**src/rtl/det_matrix_loader.sv**
```systemverilog
// det_matrix_loader: streams an NxN matrix (N=2..5) into a 5x5 identity-padded
// buffer for a combinational determinant unit, waits for it to settle, then
// returns the captured 8-bit determinant over a valid/ready handshake.
module det_matrix_loader #(
  parameter int unsigned DATA_W   = 8,
  parameter int unsigned WAIT_CYC = 2
) (
  input  logic                 clk,
  input  logic                 reset,
  input  logic                 start,
  input  logic [2:0]           tamanho,
  input  logic                 in_valid,
  input  logic [DATA_W-1:0]    in_data,
  output logic                 in_ready,
  output logic [25*DATA_W-1:0] mat_flat,
  input  logic [DATA_W-1:0]    det_in,
  output logic                 res_valid,
  output logic [DATA_W-1:0]    res_data,
  input  logic                 res_ready,
  output logic                 busy,
  output logic                 erro
);

  localparam int unsigned DIM    = 5;
  localparam int unsigned NELEM  = DIM * DIM;
  localparam int unsigned MAT_W  = NELEM * DATA_W;
  localparam int unsigned IDX_W  = 5;
  localparam int unsigned CNT_W  = 3;
  localparam int unsigned WAIT_W = (WAIT_CYC > 1) ? $clog2(WAIT_CYC) : 1;

  typedef enum logic [1:0] {
    S_IDLE = 2'd0,
    S_LOAD = 2'd1,
    S_WAIT = 2'd2,
    S_DONE = 2'd3
  } state_t;

  // 5x5 identity in the flat row-major layout seen by the determinant unit
  function automatic logic [MAT_W-1:0] identity_mat();
    logic [MAT_W-1:0] m;
    m = '0;
    for (int unsigned d = 0; d < DIM; d++) begin
      m[DATA_W*(d*DIM+d) +: DATA_W] = DATA_W'(1);
    end
    return m;
  endfunction

  localparam logic [MAT_W-1:0] IDENTITY = identity_mat();

  state_t             r_state;
  logic [CNT_W-1:0]   r_n;
  logic [CNT_W-1:0]   r_row;
  logic [CNT_W-1:0]   r_col;
  logic [WAIT_W-1:0]  r_wait;
  logic [MAT_W-1:0]   r_mat;
  logic [DATA_W-1:0]  r_res_data;
  logic               r_res_valid;
  logic               r_in_ready;
  logic               r_busy;
  logic               r_erro;

  state_t             w_state_nxt;
  logic [CNT_W-1:0]   w_n_nxt;
  logic [CNT_W-1:0]   w_row_nxt;
  logic [CNT_W-1:0]   w_col_nxt;
  logic [WAIT_W-1:0]  w_wait_nxt;
  logic [MAT_W-1:0]   w_mat_nxt;
  logic [DATA_W-1:0]  w_res_nxt;
  logic               w_erro_nxt;
  logic               w_size_ok;
  logic               w_accept;
  logic               w_last_col;
  logic               w_last_row;
  logic               w_wait_done;
  logic [IDX_W-1:0]   w_wr_idx;

  assign in_ready  = r_in_ready;
  assign mat_flat  = r_mat;
  assign res_valid = r_res_valid;
  assign res_data  = r_res_data;
  assign busy      = r_busy;
  assign erro      = r_erro;

  // Handshake and position decode for the load stream
  assign w_size_ok   = (tamanho >= 3'd2) && (tamanho <= 3'd5);
  assign w_accept    = r_in_ready && in_valid;
  assign w_last_col  = (r_col == (r_n - 3'd1));
  assign w_last_row  = (r_row == (r_n - 3'd1));
  assign w_wait_done = (r_wait == WAIT_W'(WAIT_CYC - 1));
  assign w_wr_idx    = IDX_W'(r_row) * IDX_W'(DIM) + IDX_W'(r_col);

  // Next-state and datapath update for IDLE/LOAD/WAIT/DONE
  always_comb begin
    w_state_nxt = r_state;
    w_n_nxt     = r_n;
    w_row_nxt   = r_row;
    w_col_nxt   = r_col;
    w_wait_nxt  = r_wait;
    w_mat_nxt   = r_mat;
    w_res_nxt   = r_res_data;
    w_erro_nxt  = 1'b0;

    case (r_state)
      S_IDLE: begin
        if (start) begin
          if (w_size_ok) begin
            w_state_nxt = S_LOAD;
            w_n_nxt     = tamanho;
            w_row_nxt   = '0;
            w_col_nxt   = '0;
            w_mat_nxt   = IDENTITY;
          end else begin
            w_erro_nxt  = 1'b1;
          end
        end
      end

      S_LOAD: begin
        if (w_accept) begin
          for (int unsigned e = 0; e < NELEM; e++) begin
            if (w_wr_idx == IDX_W'(e)) begin
              w_mat_nxt[DATA_W*e +: DATA_W] = in_data;
            end
          end
          if (w_last_col) begin
            w_col_nxt = '0;
            if (w_last_row) begin
              // N*N-th beat: buffer is complete, let the determinant settle
              w_row_nxt   = '0;
              w_wait_nxt  = '0;
              w_state_nxt = S_WAIT;
            end else begin
              w_row_nxt = r_row + 3'd1;
            end
          end else begin
            w_col_nxt = r_col + 3'd1;
          end
        end
      end

      S_WAIT: begin
        if (w_wait_done) begin
          w_res_nxt   = det_in;
          w_wait_nxt  = '0;
          w_state_nxt = S_DONE;
        end else begin
          w_wait_nxt  = r_wait + WAIT_W'(1);
        end
      end

      S_DONE: begin
        if (res_ready) begin
          w_state_nxt = S_IDLE;
        end
      end

      default: begin
        w_state_nxt = S_IDLE;
      end
    endcase
  end

  // State and datapath registers; outputs are registered from the next state
  always_ff @(posedge clk) begin
    if (reset) begin
      r_state     <= S_IDLE;
      r_n         <= '0;
      r_row       <= '0;
      r_col       <= '0;
      r_wait      <= '0;
      r_mat       <= IDENTITY;
      r_res_data  <= '0;
      r_res_valid <= 1'b0;
      r_in_ready  <= 1'b0;
      r_busy      <= 1'b0;
      r_erro      <= 1'b0;
    end else begin
      r_state     <= w_state_nxt;
      r_n         <= w_n_nxt;
      r_row       <= w_row_nxt;
      r_col       <= w_col_nxt;
      r_wait      <= w_wait_nxt;
      r_mat       <= w_mat_nxt;
      r_res_data  <= w_res_nxt;
      r_res_valid <= (w_state_nxt == S_DONE);
      r_in_ready  <= (w_state_nxt == S_LOAD);
      r_busy      <= (w_state_nxt != S_IDLE);
      r_erro      <= w_erro_nxt;
    end
  end

endmodule

```
**config.mk**
```make
export PLATFORM = sky130hd
export DESIGN_NAME = det_matrix_loader
export DESIGN_NICKNAME = d
export VERILOG_FILES = /design/src/rtl/det_matrix_loader.sv
export SDC_FILE = /design/constraint.sdc
export NUM_CORES = 1
export LEC_CHECK = 0
export ABC_AREA = 1
export CAP_MARGIN = 10
export CORE_UTILIZATION = 35
export CTS_BUF_LIST = sky130_fd_sc_hd__clkbuf_8
export DETAILED_ROUTE_END_ITERATION = 8
export GPL_ROUTABILITY_DRIVEN = 1
export PLACE_DENSITY_LB_ADDON = 0.2
export SLEW_MARGIN = 20
export SYNTH_ARGS = -nofsm -noshare
export SYNTH_HDL_FRONTEND = slang
export SYNTH_SLANG_ARGS = --single-unit
```
**constraint.sdc**
```tcl
create_clock -name clk -period 3.4 [get_ports clk]
set_input_delay 0.34 -clock clk [delete_from_list [all_inputs] [get_ports clk]]
set_output_delay 0.34 -clock clk [all_outputs]
set_load 0.05 [all_outputs]
```
==> results of run 1 <==
sequential cells by signal, indices dropped and copies added, names as in the netlist:
signal,count
mat_flat,200
res_data,8
r_col,3
r_n,3
r_row,3
r_state,2
busy,1
erro,1
in_ready,1
r_wait,1
res_valid,1
placed cells by master, fill, tap and decap left out:
master             n
buf_4             14
inv_1            156
o21ai_2            1
clkinvlp_4         2
o21ai_1            2
nor4_1             1
bufinv_16          1
xnor2_1            3
clkbuf_8          49
xor2_1             1
nor2_2             2
nand3b_1           1
nand2_2           25
nand4_1            1
buf_12             3
or2_2              1
nand2_4            2
nor3_1             1
dfxtp_1          224
ha_1              11
a21oi_1          105
clkdlybuf4s50_1  235
inv_6              3
nand2_1          400
fa_1               1
nand3_2            3
clkinv_4           1
inv_2              1
nor2_1           343
o21ai_0            2
clkinv_2           2
nand3_1          140
cell type report:
class	instances	area share
multi-input cells	1046	0.3371
flip-flops and latches	224	0.3367
repair buffers	252	0.1890
well taps	378	0.03551
clock inverters	21	0.009395
clock buffers	49	0.05064
inverters	145	0.04162
worst min path at each step:
stage	startpoint	end	slack (ns)	cells after the start
3_5_place_dp	mat_flat[96]	mat_flat[96]	0.45	2
4_1_cts	det_in[7]	res_data[7]	0.37	3
3_3_place_gp	mat_flat[96]	mat_flat[96]	0.44	2
5_1_grt	det_in[6]	res_data[6]	0.39	3
6_report	det_in[7]	res_data[7]	0.39	3
2_1_floorplan	reset	erro	0.42	1
per-stage QoR:
stage	hold WS, ns	instance area (µm²)	util
after floorplan	0.4185	10030	-
after global placement	0.4417	12520	0.4469
after detailed placement	0.4528	12520	0.4469
after CTS	0.3657	13320	0.4755
after global routing	0.3864	13320	0.4755
final	0.3914	13320	0.4755
critical path: stages (launching register included):
cell and delay [ns]:
dfxtp_1 0.46, ha_1 0.28, ha_1 0.32, fa_1 0.54
inv_1 0.10, nand3_1 0.17, nor2_1 0.17, nand3_1 0.08
nand2_1 0.36, nand2_1 0.21, nand2_1 0.10, nand2_1 0.05
nor2_1 0.10
kinds of logic after synthesis:
logic type                 after synthesis  synth area share
AOI/OAI and AO/OA                      110           0.05524
DFF                                    224            0.4469
and+or+nand+nor                        920            0.3727
xor gates and xnor gates                 4          0.003492
buffers and inverters                  231            0.1060
adders and majority gates               12           0.01571
power groups by stage:
stage	clock network [µW]	logic, µW	registers, µW
floorplan	0	1040	4000
global placement	0	2710	3110
detailed placement	0	2740	3120
CTS	2580	2750	3070
global route	2710	2950	3090
finish	2510	2730	3060
metal layers:
metal  vias to the layer above  global-route usage  share of wire
met5                         -                   0              0
met4                         0             0.05823          0.021
met3                        47             0.06857          0.081
met2                       257              0.3600           0.46
met1                      4388              0.2603           0.43
li1                       5020                   -              -
==> results.py, run 1 <==
metrics = {
    "synthesis": {
        "synth_top_area_share": 0.4469,
        "syn_area_per_cell_um2": 6.685,
        "synth_area_leaders": "dfxtp_1 (45%), nand2_1 (15%), nor2_1 (13%)",
        "syn_inst": 1501,
        "synth_seq_cells": 224,
        "yosysTopAreaCell": "dfxtp_1",
        "syn-num-nets": 1537,
        "async_flop_share": 0,
        "synth_cell_types": 28,
        "synth_edf_count": 0,
        "synth.most_common_cell": "nand2_1",
        "netlist_area_um2": 10030,
        "seq_area_frac_synth": 0.4469,
        "yosysWarnings": 0,
        "ys.flop_type": "dfxtp_1",
        "synth_commonest_cells": "nand2_1 (400), nor2_1 (344), dfxtp_1 (224)",
    },
    "route": {
        "postRouteAntennaNets": 0,
        "viasPerCell": 4.592,
        "wl_per_cell_um": 15.11,
        "vias": 9712,
        "drc": 0,
        "drt_iter0_markers": 741,
        "dr.pass1.iters": 5,
        "routed_wl_mm": 31.95,
    },
    "worst_setup_path": {
        "critPathRequiredTime_ns": 3.87,
        "crit_fanout": 12,
        "rrSetupSlack_ns": 0.39,
        "worstPathArrival_ns": 3.49,
        "r2r-end": "mat_flat[149]",
        "rr_worst_depth": 12,
        "endpoint": "mat_flat[149]",
        "worst_setup_path_start_kind": "register",
        "critPathCaptureType": "register",
        "crit_path_start": "r_row[0]",
        "reg2reg_from": "r_row[0]",
        "path_class": "reg -> reg",
    },
    "cts": {
        "hold_buffers": 0,
        "postCtsSetupBuffers": 0,
        "cts-root-buf": "clkbuf_8",
        "clkSinkCount": 224,
        "numCtsBuffers": 42,
        "htree_levels": 2,
        "post_cts_resized": 0,
        "cts_max_path_buffers": 3,
        "clk_latency_ns": 0.54,
        "path_clk_slew_ns": 0.06,
        "tritoncts": "done",
    },
    "die": {
        "die_h_um": 171.3,
        "placementRows": 61,
        "chipWidth_um": 171.3,
        "initial_core_util": 0.3582,
        "ios": 236,
        "dieArea_um2": 29350,
        "core_um2": 28010,
    },
    "placed_design": {
        "dp_cells": 2045,
        "io_buffers": 235,
        "post-dp-hpwl_mm": 21.54,
        "finalWeightedCongestion": 0.8662,
        "pre_cts_slack_ns": 0.4665,
    },
    "timing": {
        "tns_ns": 0,
        "worst_pin_slew_ns": 0.8114,
        "slew_headroom": 0.4585,
        "slew_violations": 0,
        "worst_slack_ns": 0.3853,
        "fin_crit_ns": 3.015,
        "rsz0062_at_grt": "no",
        "post-route-period-util": 0.8867,
        "hold_viol_final": 0,
        "setup_violations": 0,
        "max_freq_mhz": 331.7,
        "finClkSkew_ns": 0.01076,
    },
    "power": {
        "power_frac_comb": 0.329,
        "peakVddDrop_mv": 0.3171,
        "seqPwrFrac": 0.369,
        "finalPower_uw": 8312,
        "p_sw_frac": 0.3863,
        "p_clk_frac": 0.302,
        "p_switching_uw": 3211,
        "p_per_area_nw_per_um2": 624.1,
        "power.internal_uw": 5101,
        "leakage_uw": 0.006227,
    },
    "final_layout": {
        "syn2layout_area_growth_pct": 32.72,
        "instances_no_fill": 2115,
        "multi_input_area_um2": 4489,
        "ff_latch_area_um2": 4484,
        "nets": 1747,
        "n_fill_cell": 2831,
        "antenna_cells": 0,
        "drive_above_1_share": 0.06333,
    },
    "global_routing": {
        "grt_pass1_vias": 8843,
        "grt_max_degree": 101,
        "antenna_found_initial": 1,
        "grt_pass1_wl_mm": 48.42,
        "grt.overflow.total": 0,
        "track_usage": 0.2137,
    },
    "run": {
        "drv_cap": 0,
    },
    "outcome": {
        "status": "complete, no violations",
    },
    "hold_path": {
        "hold_class": "in -> reg",
    },
}
Power figures use the tool's default switching activity.
==> inputs of run 2 (changes only) <==
Settings changed: CORE_MARGIN set to 5, CTS_BUF_LIST sky130_fd_sc_hd__clkbuf_8 to not set.
==> run 2 against run 1 <==
  * Sequential cell count unchanged
  * Worst setup slack improved by 0.048 ns
  * Global-route usage down 1.5 points
  * Sequential power barely moved
  * Highest routed layer unchanged
  * Die area increased by 9.6%
  * Via count decreased by 0.89%
  * Non-clock buffer count increased by 6
  * Fmax is 1.6% higher
  * Register-to-register slack improved by 0.05 ns
  * Final area grew 1.3%
  * Utilization decreased by 0.16 points
==> results.py, run 2 (same netlist as run 1, synthesis figures left out) <==
metrics = {
    "route": {
        "drt_iter0_markers": 574,
        "postRouteAntennaNets": 0,
        "routed_wl_mm": 32.99,
        "drc": 0,
        "vias": 9626,
        "wl_per_cell_um": 15.69,
        "viasPerCell": 4.577,
        "dr.pass1.iters": 5,
    },
    "placed_design": {
        "finalWeightedCongestion": 0.8222,
        "post-dp-hpwl_mm": 22.47,
        "io_buffers": 235,
    },
    "cts": {
        "clk_latency_ns": 0.54,
        "postCtsSetupBuffers": 0,
        "cts-root-buf": "clkbuf_16",
        "cts_max_path_buffers": 3,
        "numCtsBuffers": 26,
        "tritoncts": "done",
        "hold_buffers": 0,
        "htree_levels": 1,
        "post_cts_resized": 0,
        "path_clk_slew_ns": 0.06,
        "clkSinkCount": 224,
    },
    "timing": {
        "post-route-period-util": 0.8727,
        "rsz0062_at_grt": "no",
        "fin_hold_ws_ns": 0.3961,
        "hold_viol_final": 0,
        "tns_ns": 0,
        "slew_headroom": 0.4490,
        "setup_violations": 0,
        "fin_crit_ns": 2.967,
        "slew_violations": 0,
        "finClkSkew_ns": 0.01933,
        "worst_pin_slew_ns": 0.8255,
        "max_freq_mhz": 337.0,
    },
    "worst_setup_path": {
        "worst_setup_path_start_kind": "register",
        "crit_fanout": 11,
        "cp_cell_sequence": "ha_1 > ha_1 > fa_1 > nand3_1 > nor2_1 > nand3_1 > nand2_1 > nand2_2 > nor2_1 > nor2_1",
        "crit_path_max_incr_delay_ns": 0.60,
        "critical-path-slowest-cell": "fa_1",
        "path_class": "reg -> reg",
        "critPathCaptureType": "register",
        "cp_common_cell": "nor2_1",
        "timing.critical_path.buf_inv": 0,
        "worstPathArrival_ns": 3.40,
        "path_delay_family": "simple AND/OR/NAND/NOR gates",
        "critPathRequiredTime_ns": 3.83,
    },
    "final_layout": {
        "utilization": 0.4738,
        "nets": 1737,
        "multi_input_area_um2": 4489,
        "antenna_cells": 0,
        "largest_reg_flops": 200,
        "final_common_cell": "nand2_1",
        "ff_latch_area_um2": 4484,
        "syn2layout_area_growth_pct": 34.43,
        "layout_common_cells": "nand2_1 (400), nor2_1 (343), clkdlybuf4s50_1 (235)",
        "n_fill_cell": 2907,
        "drive_above_1_share": 0.05934,
    },
    "power": {
        "power_frac_comb": 0.315,
        "p_switching_uw": 3241,
        "leakage_uw": 0.006247,
        "p_per_area_nw_per_um2": 647.9,
        "p_sw_frac": 0.3709,
        "p_clk_frac": 0.334,
        "peakVddDrop_mv": 0.3477,
        "power.internal_uw": 5498,
        "seqPwrFrac": 0.351,
    },
    "global_routing": {
        "antenna_found_initial": 0,
        "grt_max_degree": 76,
        "grt_pass1_wl_mm": 50.25,
        "grt_pass1_vias": 8883,
        "grt.overflow.total": 0,
        "track_usage": 0.1987,
    },
    "run": {
        "drv_cap": 0,
    },
    "die": {
        "die_h_um": 179.3,
        "initial_core_util": 0.3525,
        "ios": 236,
        "placementRows": 62,
        "chipWidth_um": 179.3,
        "dieArea_um2": 32160,
        "core_um2": 28470,
    },
    "outcome": {
        "status": "complete, no violations",
    },
    "hold_path": {
        "hold_class": "in -> reg",
    },
}
-- run 2: cell types whose count changed in the layout (fill, tap and decap cells not counted), sizes merged --
cell | before | now
clkinv | 3 | 5
bufinv | 1 | 3
clkbuf | 49 | 36
inv | 160 | 146
buf | 17 | 23
clkinvlp | 2 | 1
-- run 2: worst paths after layout --
path         slack (ns)  cells after the start      endpoint         from
min reg2reg        0.46                      2   res_data[6]  res_data[6]
max reg2reg        0.43                     10  mat_flat[57]     r_row[0]
min                0.40                      3   res_data[1]    det_in[1]
max                0.43                     10  mat_flat[57]     r_row[0]
-- run 2: area by class of cell --
cell class	count	area share
Clock inverter	10	0.01076
Tap cell	384	0.03562
Multi-Input combinational cell	1046	0.3328
Sequential cell	224	0.3324
Timing Repair Buffer	258	0.1918
Clock buffer	36	0.05547
Inverter	145	0.04109
-- run 2: power by group through the flow --
stage	logic (µW)	clock network (µW)	registers, µW
floorplan	1040	0	4000
global placement	2740	0	3120
detailed placement	2770	0	3120
CTS	2780	2980	3070
global route	2980	3100	3100
finish	2750	2920	3070
-- run 2: through the flow --
stage / setup slack [ns] / total power, µW / area [µm²] / std cells
3_3_place_gp: 0.5047 / 5862 / 12600 / 2057
4_1_cts: 0.4178 / 8828 / 13490 / 2103
6_report: 0.4329 / 8739 / 13490 / 2103
2_1_floorplan: 0.9230 / 5038 / 10030 / 1501
5_1_grt: 0.1352 / 9176 / 13490 / 2103
3_5_place_dp: 0.4290 / 5886 / 12600 / 2057
-- run 2: worst min-delay path: stages --
cell,delay (ns)
clkdlybuf4s50_1,0.39
nand3_1,0.08
a21oi_1,0.06
-- run 2: metal layers --
layer,routed length [µm],global-route usage,up-vias
met1,14480,0.2566,4323
met4,760,0.05617,0
met5,0,0,-
met2,15250,0.3289,256
met3,2504,0.05230,50
li1,-,-,4997
==> inputs of run 3 (changes only) <==
Settings changed: GPL_ROUTABILITY_DRIVEN 1 to not set.
==> results of run 3 <==
The final DEF is identical to that of run 2; final timing and power are the same.
